--- src/rtl/accelerator_matrix_integration_pkg.sv ---
// Shared types and constants for the matrix integration sequencer.
package accelerator_matrix_integration_pkg;

  typedef enum logic [1:0] {
    StIdle,
    StWaitData,
    StAddWait,
    StMultWait
  } state_e;

  localparam logic [63:0] ZERO_DATA     = 64'h0;
  localparam logic [63:0] ONE_CONTROL   = 64'h1;
  localparam logic        ADD_OPERATION = 1'b0;

endpackage

--- src/rtl/accelerator_matrix_integration_counter.sv ---
// Element (i,j) and sample (k) counters with last-position flags.
module accelerator_matrix_integration_counter #(
  parameter int unsigned DATA_SIZE = 64
) (
  input  logic                 clk_i,
  input  logic                 rst_i,
  input  logic                 clear_i,
  input  logic                 k_inc_i,
  input  logic                 elem_inc_i,
  input  logic [DATA_SIZE-1:0] size_i_i,
  input  logic [DATA_SIZE-1:0] size_j_i,
  input  logic [DATA_SIZE-1:0] length_i,
  output logic                 k_last_o,
  output logic                 j_last_o,
  output logic                 i_last_o
);

  logic [DATA_SIZE-1:0] i_q, i_d;
  logic [DATA_SIZE-1:0] j_q, j_d;
  logic [DATA_SIZE-1:0] k_q, k_d;

  assign k_last_o = (k_q == length_i - DATA_SIZE'(1));
  assign j_last_o = (j_q == size_j_i - DATA_SIZE'(1));
  assign i_last_o = (i_q == size_i_i - DATA_SIZE'(1));

  always_comb begin
    i_d = i_q;
    j_d = j_q;
    k_d = k_q;
    if (clear_i) begin
      i_d = '0;
      j_d = '0;
      k_d = '0;
    end else if (elem_inc_i) begin
      k_d = '0;
      if (j_last_o) begin
        j_d = '0;
        i_d = i_q + DATA_SIZE'(1);
      end else begin
        j_d = j_q + DATA_SIZE'(1);
      end
    end else if (k_inc_i) begin
      k_d = k_q + DATA_SIZE'(1);
    end
  end

  always_ff @(posedge clk_i or posedge rst_i) begin
    if (rst_i) begin
      i_q <= '0;
      j_q <= '0;
      k_q <= '0;
    end else begin
      i_q <= i_d;
      j_q <= j_d;
      k_q <= k_d;
    end
  end

endmodule

--- src/rtl/accelerator_matrix_integration_controller.sv ---
// Sequences one float add per sample and one float multiply per element to integrate
// each matrix element over its sample stream (rectangle rule).
module accelerator_matrix_integration_controller
  import accelerator_matrix_integration_pkg::*;
#(
  parameter int unsigned DATA_SIZE    = 64,
  parameter int unsigned CONTROL_SIZE = 64
) (
  input  logic                 CLK,
  input  logic                 RST,
  input  logic                 START,
  output logic                 READY,
  input  logic                 DATA_IN_ENABLE,
  output logic                 DATA_OUT_ENABLE,
  input  logic [DATA_SIZE-1:0] SIZE_I_IN,
  input  logic [DATA_SIZE-1:0] SIZE_J_IN,
  input  logic [DATA_SIZE-1:0] PERIOD_IN,
  input  logic [DATA_SIZE-1:0] LENGTH_IN,
  input  logic [DATA_SIZE-1:0] DATA_IN,
  output logic [DATA_SIZE-1:0] DATA_OUT,
  output logic                 ADDER_START,
  output logic                 ADDER_OPERATION,
  output logic [DATA_SIZE-1:0] ADDER_DATA_A_OUT,
  output logic [DATA_SIZE-1:0] ADDER_DATA_B_OUT,
  input  logic                 ADDER_READY,
  input  logic [DATA_SIZE-1:0] ADDER_DATA_IN,
  output logic                 MULT_START,
  output logic [DATA_SIZE-1:0] MULT_DATA_A_OUT,
  output logic [DATA_SIZE-1:0] MULT_DATA_B_OUT,
  input  logic                 MULT_READY,
  input  logic [DATA_SIZE-1:0] MULT_DATA_IN
);

  localparam logic [DATA_SIZE-1:0] Zero = DATA_SIZE'(ZERO_DATA);

  state_e               state_q, state_d;
  logic [DATA_SIZE-1:0] size_i_q, size_i_d;
  logic [DATA_SIZE-1:0] size_j_q, size_j_d;
  logic [DATA_SIZE-1:0] length_q, length_d;
  logic [DATA_SIZE-1:0] period_q, period_d;
  logic [DATA_SIZE-1:0] acc_q, acc_d;
  logic [DATA_SIZE-1:0] add_a_q, add_a_d, add_b_q, add_b_d;
  logic [DATA_SIZE-1:0] mul_a_q, mul_a_d, mul_b_q, mul_b_d;
  logic [DATA_SIZE-1:0] dout_q, dout_d;
  logic                 add_start_q, add_start_d;
  logic                 mul_start_q, mul_start_d;
  logic                 ready_q, ready_d;
  logic                 dout_en_q, dout_en_d;
  logic                 cnt_clear, k_inc, elem_inc;
  logic                 k_last, j_last, i_last;

  accelerator_matrix_integration_counter #(
    .DATA_SIZE(DATA_SIZE)
  ) u_counter (
    .clk_i     (CLK),
    .rst_i     (RST),
    .clear_i   (cnt_clear),
    .k_inc_i   (k_inc),
    .elem_inc_i(elem_inc),
    .size_i_i  (size_i_q),
    .size_j_i  (size_j_q),
    .length_i  (length_q),
    .k_last_o  (k_last),
    .j_last_o  (j_last),
    .i_last_o  (i_last)
  );

  always_comb begin
    state_d     = state_q;
    size_i_d    = size_i_q;
    size_j_d    = size_j_q;
    length_d    = length_q;
    period_d    = period_q;
    acc_d       = acc_q;
    add_a_d     = add_a_q;
    add_b_d     = add_b_q;
    mul_a_d     = mul_a_q;
    mul_b_d     = mul_b_q;
    dout_d      = dout_q;
    add_start_d = 1'b0;
    mul_start_d = 1'b0;
    ready_d     = 1'b0;
    dout_en_d   = 1'b0;
    cnt_clear   = 1'b0;
    k_inc       = 1'b0;
    elem_inc    = 1'b0;

    unique case (state_q)
      StIdle: begin
        if (START) begin
          size_i_d  = SIZE_I_IN;
          size_j_d  = SIZE_J_IN;
          length_d  = LENGTH_IN;
          period_d  = PERIOD_IN;
          acc_d     = Zero;
          cnt_clear = 1'b1;
          // An empty matrix or empty sample stream completes without any datapath ops.
          if (SIZE_I_IN == '0 || SIZE_J_IN == '0 || LENGTH_IN == '0) begin
            ready_d = 1'b1;
          end else begin
            state_d = StWaitData;
          end
        end
      end
      StWaitData: begin
        if (DATA_IN_ENABLE) begin
          add_a_d     = acc_q;
          add_b_d     = DATA_IN;
          add_start_d = 1'b1;
          state_d     = StAddWait;
        end
      end
      StAddWait: begin
        if (ADDER_READY) begin
          acc_d = ADDER_DATA_IN;
          if (k_last) begin
            mul_a_d     = ADDER_DATA_IN;
            mul_b_d     = period_q;
            mul_start_d = 1'b1;
            state_d     = StMultWait;
          end else begin
            k_inc   = 1'b1;
            state_d = StWaitData;
          end
        end
      end
      StMultWait: begin
        if (MULT_READY) begin
          dout_d    = MULT_DATA_IN;
          dout_en_d = 1'b1;
          acc_d     = Zero;
          elem_inc  = 1'b1;
          if (i_last && j_last) begin
            ready_d = 1'b1;
            state_d = StIdle;
          end else begin
            state_d = StWaitData;
          end
        end
      end
      default: state_d = StIdle;
    endcase
  end

  always_ff @(posedge CLK or posedge RST) begin
    if (RST) begin
      state_q     <= StIdle;
      size_i_q    <= '0;
      size_j_q    <= '0;
      length_q    <= '0;
      period_q    <= '0;
      acc_q       <= '0;
      add_a_q     <= '0;
      add_b_q     <= '0;
      mul_a_q     <= '0;
      mul_b_q     <= '0;
      dout_q      <= '0;
      add_start_q <= 1'b0;
      mul_start_q <= 1'b0;
      ready_q     <= 1'b0;
      dout_en_q   <= 1'b0;
    end else begin
      state_q     <= state_d;
      size_i_q    <= size_i_d;
      size_j_q    <= size_j_d;
      length_q    <= length_d;
      period_q    <= period_d;
      acc_q       <= acc_d;
      add_a_q     <= add_a_d;
      add_b_q     <= add_b_d;
      mul_a_q     <= mul_a_d;
      mul_b_q     <= mul_b_d;
      dout_q      <= dout_d;
      add_start_q <= add_start_d;
      mul_start_q <= mul_start_d;
      ready_q     <= ready_d;
      dout_en_q   <= dout_en_d;
    end
  end

  assign READY            = ready_q;
  assign DATA_OUT_ENABLE  = dout_en_q;
  assign DATA_OUT         = dout_q;
  assign ADDER_START      = add_start_q;
  assign ADDER_OPERATION  = ADD_OPERATION;
  assign ADDER_DATA_A_OUT = add_a_q;
  assign ADDER_DATA_B_OUT = add_b_q;
  assign MULT_START       = mul_start_q;
  assign MULT_DATA_A_OUT  = mul_a_q;
  assign MULT_DATA_B_OUT  = mul_b_q;

endmodule

--- config.mk ---
export PLATFORM = sky130hd
export DESIGN_NAME = accelerator_matrix_integration_controller
export DESIGN_NICKNAME = d
export VERILOG_FILES = /design/src/rtl/accelerator_matrix_integration_pkg.sv /design/src/rtl/accelerator_matrix_integration_counter.sv /design/src/rtl/accelerator_matrix_integration_controller.sv
export SDC_FILE = /design/constraint.sdc
export NUM_CORES = 2
export LEC_CHECK = 0
export ABC_CLOCK_PERIOD_IN_PS = 41500
export CORE_MARGIN = 10
export CORE_UTILIZATION = 53
export DETAILED_ROUTE_END_ITERATION = 16
export GPL_ROUTABILITY_DRIVEN = 0
export GPL_TIMING_DRIVEN = 0
export PLACE_DENSITY = 0.91
export SYNTH_ARGS = -nofsm -noshare
export SYNTH_HDL_FRONTEND = slang
export SYNTH_SLANG_ARGS = --single-unit
--- constraint.sdc ---
create_clock -name CLK -period 41.5 [get_ports CLK]
set_input_delay 12.45 -clock CLK [delete_from_list [all_inputs] [get_ports CLK]]
set_output_delay 12.45 -clock CLK [all_outputs]
set_load 0.03 [all_outputs]
# After elaboration in Yosys (flattened, before gate mapping)
# Cells that the tools add are included.
word_totals:
  out_inout_bits: 325
  ram_bits: 0
  inputBits: 454
  wordCells: 91
  regBits: 838
  mem_bits_ro: 0
  mem_count: 0
  latchBits: 0
op_classes:
  div: 0
  order_cmp: 0
  reduce_logical: 18
  multipliers: 0
  n_shift: 0
  n_bitwise: 0
  n_addsub: 6
  n_eq_ne: 11
  n_mux: 38
op_table:
  columns: ["cell", "n"]
  rows:
  - ["$mux 64", 12]
  - ["$add 64x1->64 const B", 3]
  - ["$eq 64x64->1", 3]
  - ["$logic_not 64->1", 3]
  - ["$pmux 64 s3", 1]
  - ["$sub 64x1->64 const B", 3]
  - ["$mux 1", 17]
  - ["$mux 2", 6]
  - ["$ne 2x2->1 const B", 5]
  - ["$pmux 2 s4", 1]
  - ["$reduce_and 2->1", 4]
  - ["$reduce_bool 3->1", 2]
  - ["$reduce_and 5->1", 1]
  - ["$eq 2x2->1 const B", 2]
  - ["$reduce_and 4->1", 1]
  - ["$reduce_bool 2->1", 2]
  - ["$reduce_and 3->1", 1]
  - ["$eq 2x1->1 const B", 1]
  - ["$logic_not 2->1", 1]
  - ["$logic_or 1x1->1", 2]
  - ["$pmux 1 s2", 1]
  - ["$logic_and 1x1->1", 1]

# Depth between registers and ports, before layout
logic_depth:
  word_depth: 8
  ltp_mapped: 17
  ltp_nobuf: 12

# Hierarchy
# A second synthesis with hierarchy kept.
unflattened:
  hier_cells: 3673
  hier_area_um2: 40923.0
modules_own_cells:
  columns: ["mod", "cells_per_inst", "seq_area_each_um2", "n_inst", "area_each_um2"]
  rows:
  - ["accelerator_matrix_integration_controller", 1597, 16165.5, 1, 24488.5]
  - ["accelerator_matrix_integration_counter", 2076, 4804.6, 1, 16434.5]

# Worst setup path after synthesis
# Ideal clock, no wire load.
synth_path:
  kind: "input port to flip-flop"
  start: "in ADDER_READY"
  end: "reg mul_a_q[58], in the netlist MULT_DATA_A_OUT[58]"
  path_stages: 5
  path_slack_ns: 27.595
  t_arrival_ns: 13.781
  cell_sequence: "and2_1 > nand4b_1 > clkbuf_1 > clkbuf_1 > mux2_2"
synth_between:
  elab_chain_cells: 1
synth_lines:
  columns: ["item", "line_no", "rtl"]
  rows:
  - ["from (decl)", "accelerator_matrix_integration_controller.sv:25", "input logic ADDER_READY,"]
  - ["$reduce_and 3->1 (no line)", null, null]
  - ["to (signal assigned)", "accelerator_matrix_integration_controller.sv:171", "mul_a_q <= mul_a_d;"]
  - ["to (decl)", "accelerator_matrix_integration_controller.sv:43", "logic [DATA_SIZE-1:0] mul_a_q, mul_a_d, mul_b_q, mul_b_d;"]
# No other way between the ends.
# A chain may end at the register's enable or synchronous reset.

# Worst setup path in the final report
layout_path:
  start: "in MULT_READY"
  end: "reg u_counter.j_q[7]"
layout_between:
  elab_chain_cells: 3
layout_lines:
  columns: ["item", "line_no", "rtl"]
  rows:
  - ["from (decl)", "accelerator_matrix_integration_controller.sv:30", "input logic MULT_READY,"]
  - ["$mux 1", "accelerator_matrix_integration_controller.sv:128", "if (MULT_READY) begin"]
  - ["$mux 1", "accelerator_matrix_integration_controller.sv:88", "unique case (state_q)"]
  - ["$reduce_bool 2->1 (no line)", null, null]
  - ["to (signal assigned)", "accelerator_matrix_integration_counter.sv:54", "j_q <= j_d;"]
  - ["to (decl)", "accelerator_matrix_integration_counter.sv:19", "logic [DATA_SIZE-1:0] j_q, j_d;"]
# No other way between the ends.

==> flow_summary.toml <==
[worst_setup_path]
startpoint_type = "input pin"
worst-r2r-cell-count = 14
r2r_slack_ns = 35.26
regToRegStartpoint = "length_q[0]"
timing.critical_path.cells = "clkdlybuf4s50_1 > nand2_1 > inv_1 > clkbuf_1 > clkbuf_1 > nand3_1 > o21ai_0"
crit_slowest_cell = "clkdlybuf4s50_1"
cpMostUsedCell = "clkbuf_1"
critical_path_class = "in2reg"
critPathArrivalTime_ns = 16.14
cp-endpoint = "u_counter.j_q[7]"
reg2reg_to = "MULT_DATA_A_OUT[58]"
crit_path_end_kind = "flop"
crit_required_ns = 42.05
crit_path_max_incr_delay_ns = 0.68
crit_start = "MULT_READY"
worst-path-max-fanout = 10

[hold_path]
hold_path_class = "reg2reg"

[sta]
drv_slew = 0
worst_pin_slew_ns = 1.36
fin_skew_ns = 0.0403
min_period_over_period = 0.376
finalCriticalPeriod_ns = 15.59
max_freq_mhz = 64.1
hold_viol = 0
rsz0062_at_grt = "no"
relSlewSlack = 0.0862
setup_viol = 0
holdWs_ns = 0.463

[power]
power.density_mw_per_mm2 = 63.3
p_leak_nw = 24.0
peakVddDrop_uv = 71.8

[layout]
area_delta_synth_final_pct = 29.9
stdcell_area_mm2 = 0.0545
instances_no_fill = 6517
fill_cells = 5566
nNetsFinal = 5845
drive_gt1_frac = 0.0880

[route]
vias_per_cell = 6.20
drt-initial-drc-count = 4897
ant_nets = 0
wl_per_cell_um = 24.4
num_vias = 40420
drc = 0
drt_wl_total_mm = 159
firstDrtPassIters = 6

[global_route]
grt_pass1_vias = 40241
grt_first_pass_wirelength_mm = 238
grt_max_degree = 136
grtUsageTotal = 0.335
grt_overflow = 0
antenna_found_initial = 24

[clock_network]
postCtsSetupBuffers = 0
insertion_delay_ns = 0.69
clock_sinks = 838
cts_root_buffer = "clkbuf_16"
htreeDepth = 3
clockBufferDepth = 3
cts_buffers = 90
cts_hold_buf = 0
cts_resized = 0
clk_pin_slew_ns = 0.07
cts_tree = "yes"

[yosys]
postSynth.asyncResetShare = 1.00
syn_avg_cell_area_um2 = 9.31
synthCells = 4506
synth_edf_count = 0
syn_nets = 4970
synth_warnings = 0
synth_area_mm2 = 0.0420
synth-seq-cells = 838
ys_seq_area_frac = 0.500
synth_flop_cell = "dfrtp_1"
synth_cell_types = 84

[die]
die_w_um = 301
start_util = 0.533
ios = 779
num_rows = 103
core_area_mm2 = 0.0787
die_h_um = 301
dieArea_mm2 = 0.0908

[placed_design]
port_buffers = 777
dp_hpwl_mm = 117
place_area_mm2 = 0.0512
dpl.cell_count = 6339

[run]
cap_violations = 0

[outcome]
status = "finished, final reports clean"
[how the worst min path moves through the flow]
stage / end / startpoint / depth (start not counted)
finish: acc_q[25] / acc_q[25] / 2
floorplan: acc_q[0] / acc_q[0] / 2
global placement: acc_q[33] / acc_q[33] / 2
global route: period_q[61] / period_q[61] / 2
detailed placement: acc_q[25] / acc_q[25] / 2
CTS: acc_q[25] / acc_q[25] / 2
[per-layer routing]
layer,track usage,vias to the layer above,routed length [µm],share of wire
li1,-,17540,-,-
met1,0.391,19486,56000,0.35
met2,0.553,2664,74900,0.47
met3,0.0959,708,17700,0.11
met4,0.181,22,10000,0.063
met5,0,-,145,0.00091
[kinds of logic after synthesis]
family,synth area share
xor gates and xnor gates,0.0670
muxes,0.0747
adders and majority gates,0.00298
buffers and inverters,0.0265
AOI/OAI and AO/OA,0.0669
other,0.0000894
DFF,0.500
and+or+nand+nor,0.262
[worst max-delay path: cells and delay by family]
family	cells	cell delay (ns)
AOI/OAI and AO/OA	1	0.45
buffers and inverters	4	2.22
and+or+nand+nor	2	1.01
[sequential cells by signal (all words and copies together), names as in the netlist, 2 cells and up]
name / flops
ADDER_DATA_B_OUT: 64
u_counter.i_q: 64
ADDER_DATA_A_OUT: 64
period_q: 64
acc_q: 64
size_j_q: 64
MULT_DATA_B_OUT: 64
u_counter.j_q: 64
length_q: 64
u_counter.k_q: 64
DATA_OUT: 64
state_q: 2
MULT_DATA_A_OUT: 64
size_i_q: 64
[report_power, final]
part	internal, mW	switching (mW)	total (mW)
clock network	0.532	0.362	0.895
logic	0.489	0.813	1.30
registers	1.04	0.219	1.25
total	2.06	1.39	3.45
[cell type report]
cell class,instances,area [µm²],share of cell area
Timing Repair Buffer,783,7940,0.146
Buffer,229,930,0.0170
Multi-Input combinational cell,3390,19900,0.365
Sequential cell,838,21000,0.385
Clock inverter,35,643,0.0118
Clock buffer,131,2630,0.0482
Antenna cell,12,30.0,0.000551
Inverter,49,191,0.00351
Tap cell,1050,1310,0.0241
[Yosys cell counts (48+ instances only)]
cell | n | area [µm²]
o21ai_0 | 117 | 586
clkbuf_1 | 196 | 736
nand2_1 | 1242 | 4660
xor2_1 | 134 | 1170
or3_1 | 111 | 694
nand4_1 | 103 | 644
dfrtp_1 | 838 | 21000
mux2_2 | 266 | 3000
a21oi_1 | 135 | 676
xnor2_1 | 185 | 1620
inv_1 | 49 | 184
nor2_1 | 185 | 694
nor4_1 | 151 | 945
or4_1 | 87 | 653
nor3_1 | 97 | 485
and3_1 | 48 | 300
nand3_1 | 183 | 916
[stage by stage]
| stage | worst slack [ns] | TNS [ns] | power, mW | util |
|---|---|---|---|---|
| final | 25.91 | 0 | 3.45 | 0.693 |
| after global routing | 25.94 | 0 | 3.60 | 0.692 |
| after CTS | 26.15 | 0 | 3.42 | 0.692 |
| after detailed placement | 25.53 | 0 | 2.51 | 0.651 |
| after global placement | -3.26 | -2638.01 | 2.45 | 0.648 |
| after floorplan | 5.51 | 0 | 2.00 | - |
[placed cells by master (no fill, tap or decap), types with 44 or more instances in the layout]
master and instances:
nor3_1 97, or4_1 87, a21oi_1 135, clkbuf_16 92, nor2_1 185, dfrtp_1 838, and3_1 48, nor4_1 151
nand4_1 103, xnor2_1 185, clkdlybuf4s50_1 777, nand3_1 183, xor2_1 134, nand2_1 1242, inv_1 48, o31ai_1 44
o21ai_0 117, mux2_2 266, or3_1 111, clkbuf_1 216
(Power assumes the default switching activity.)
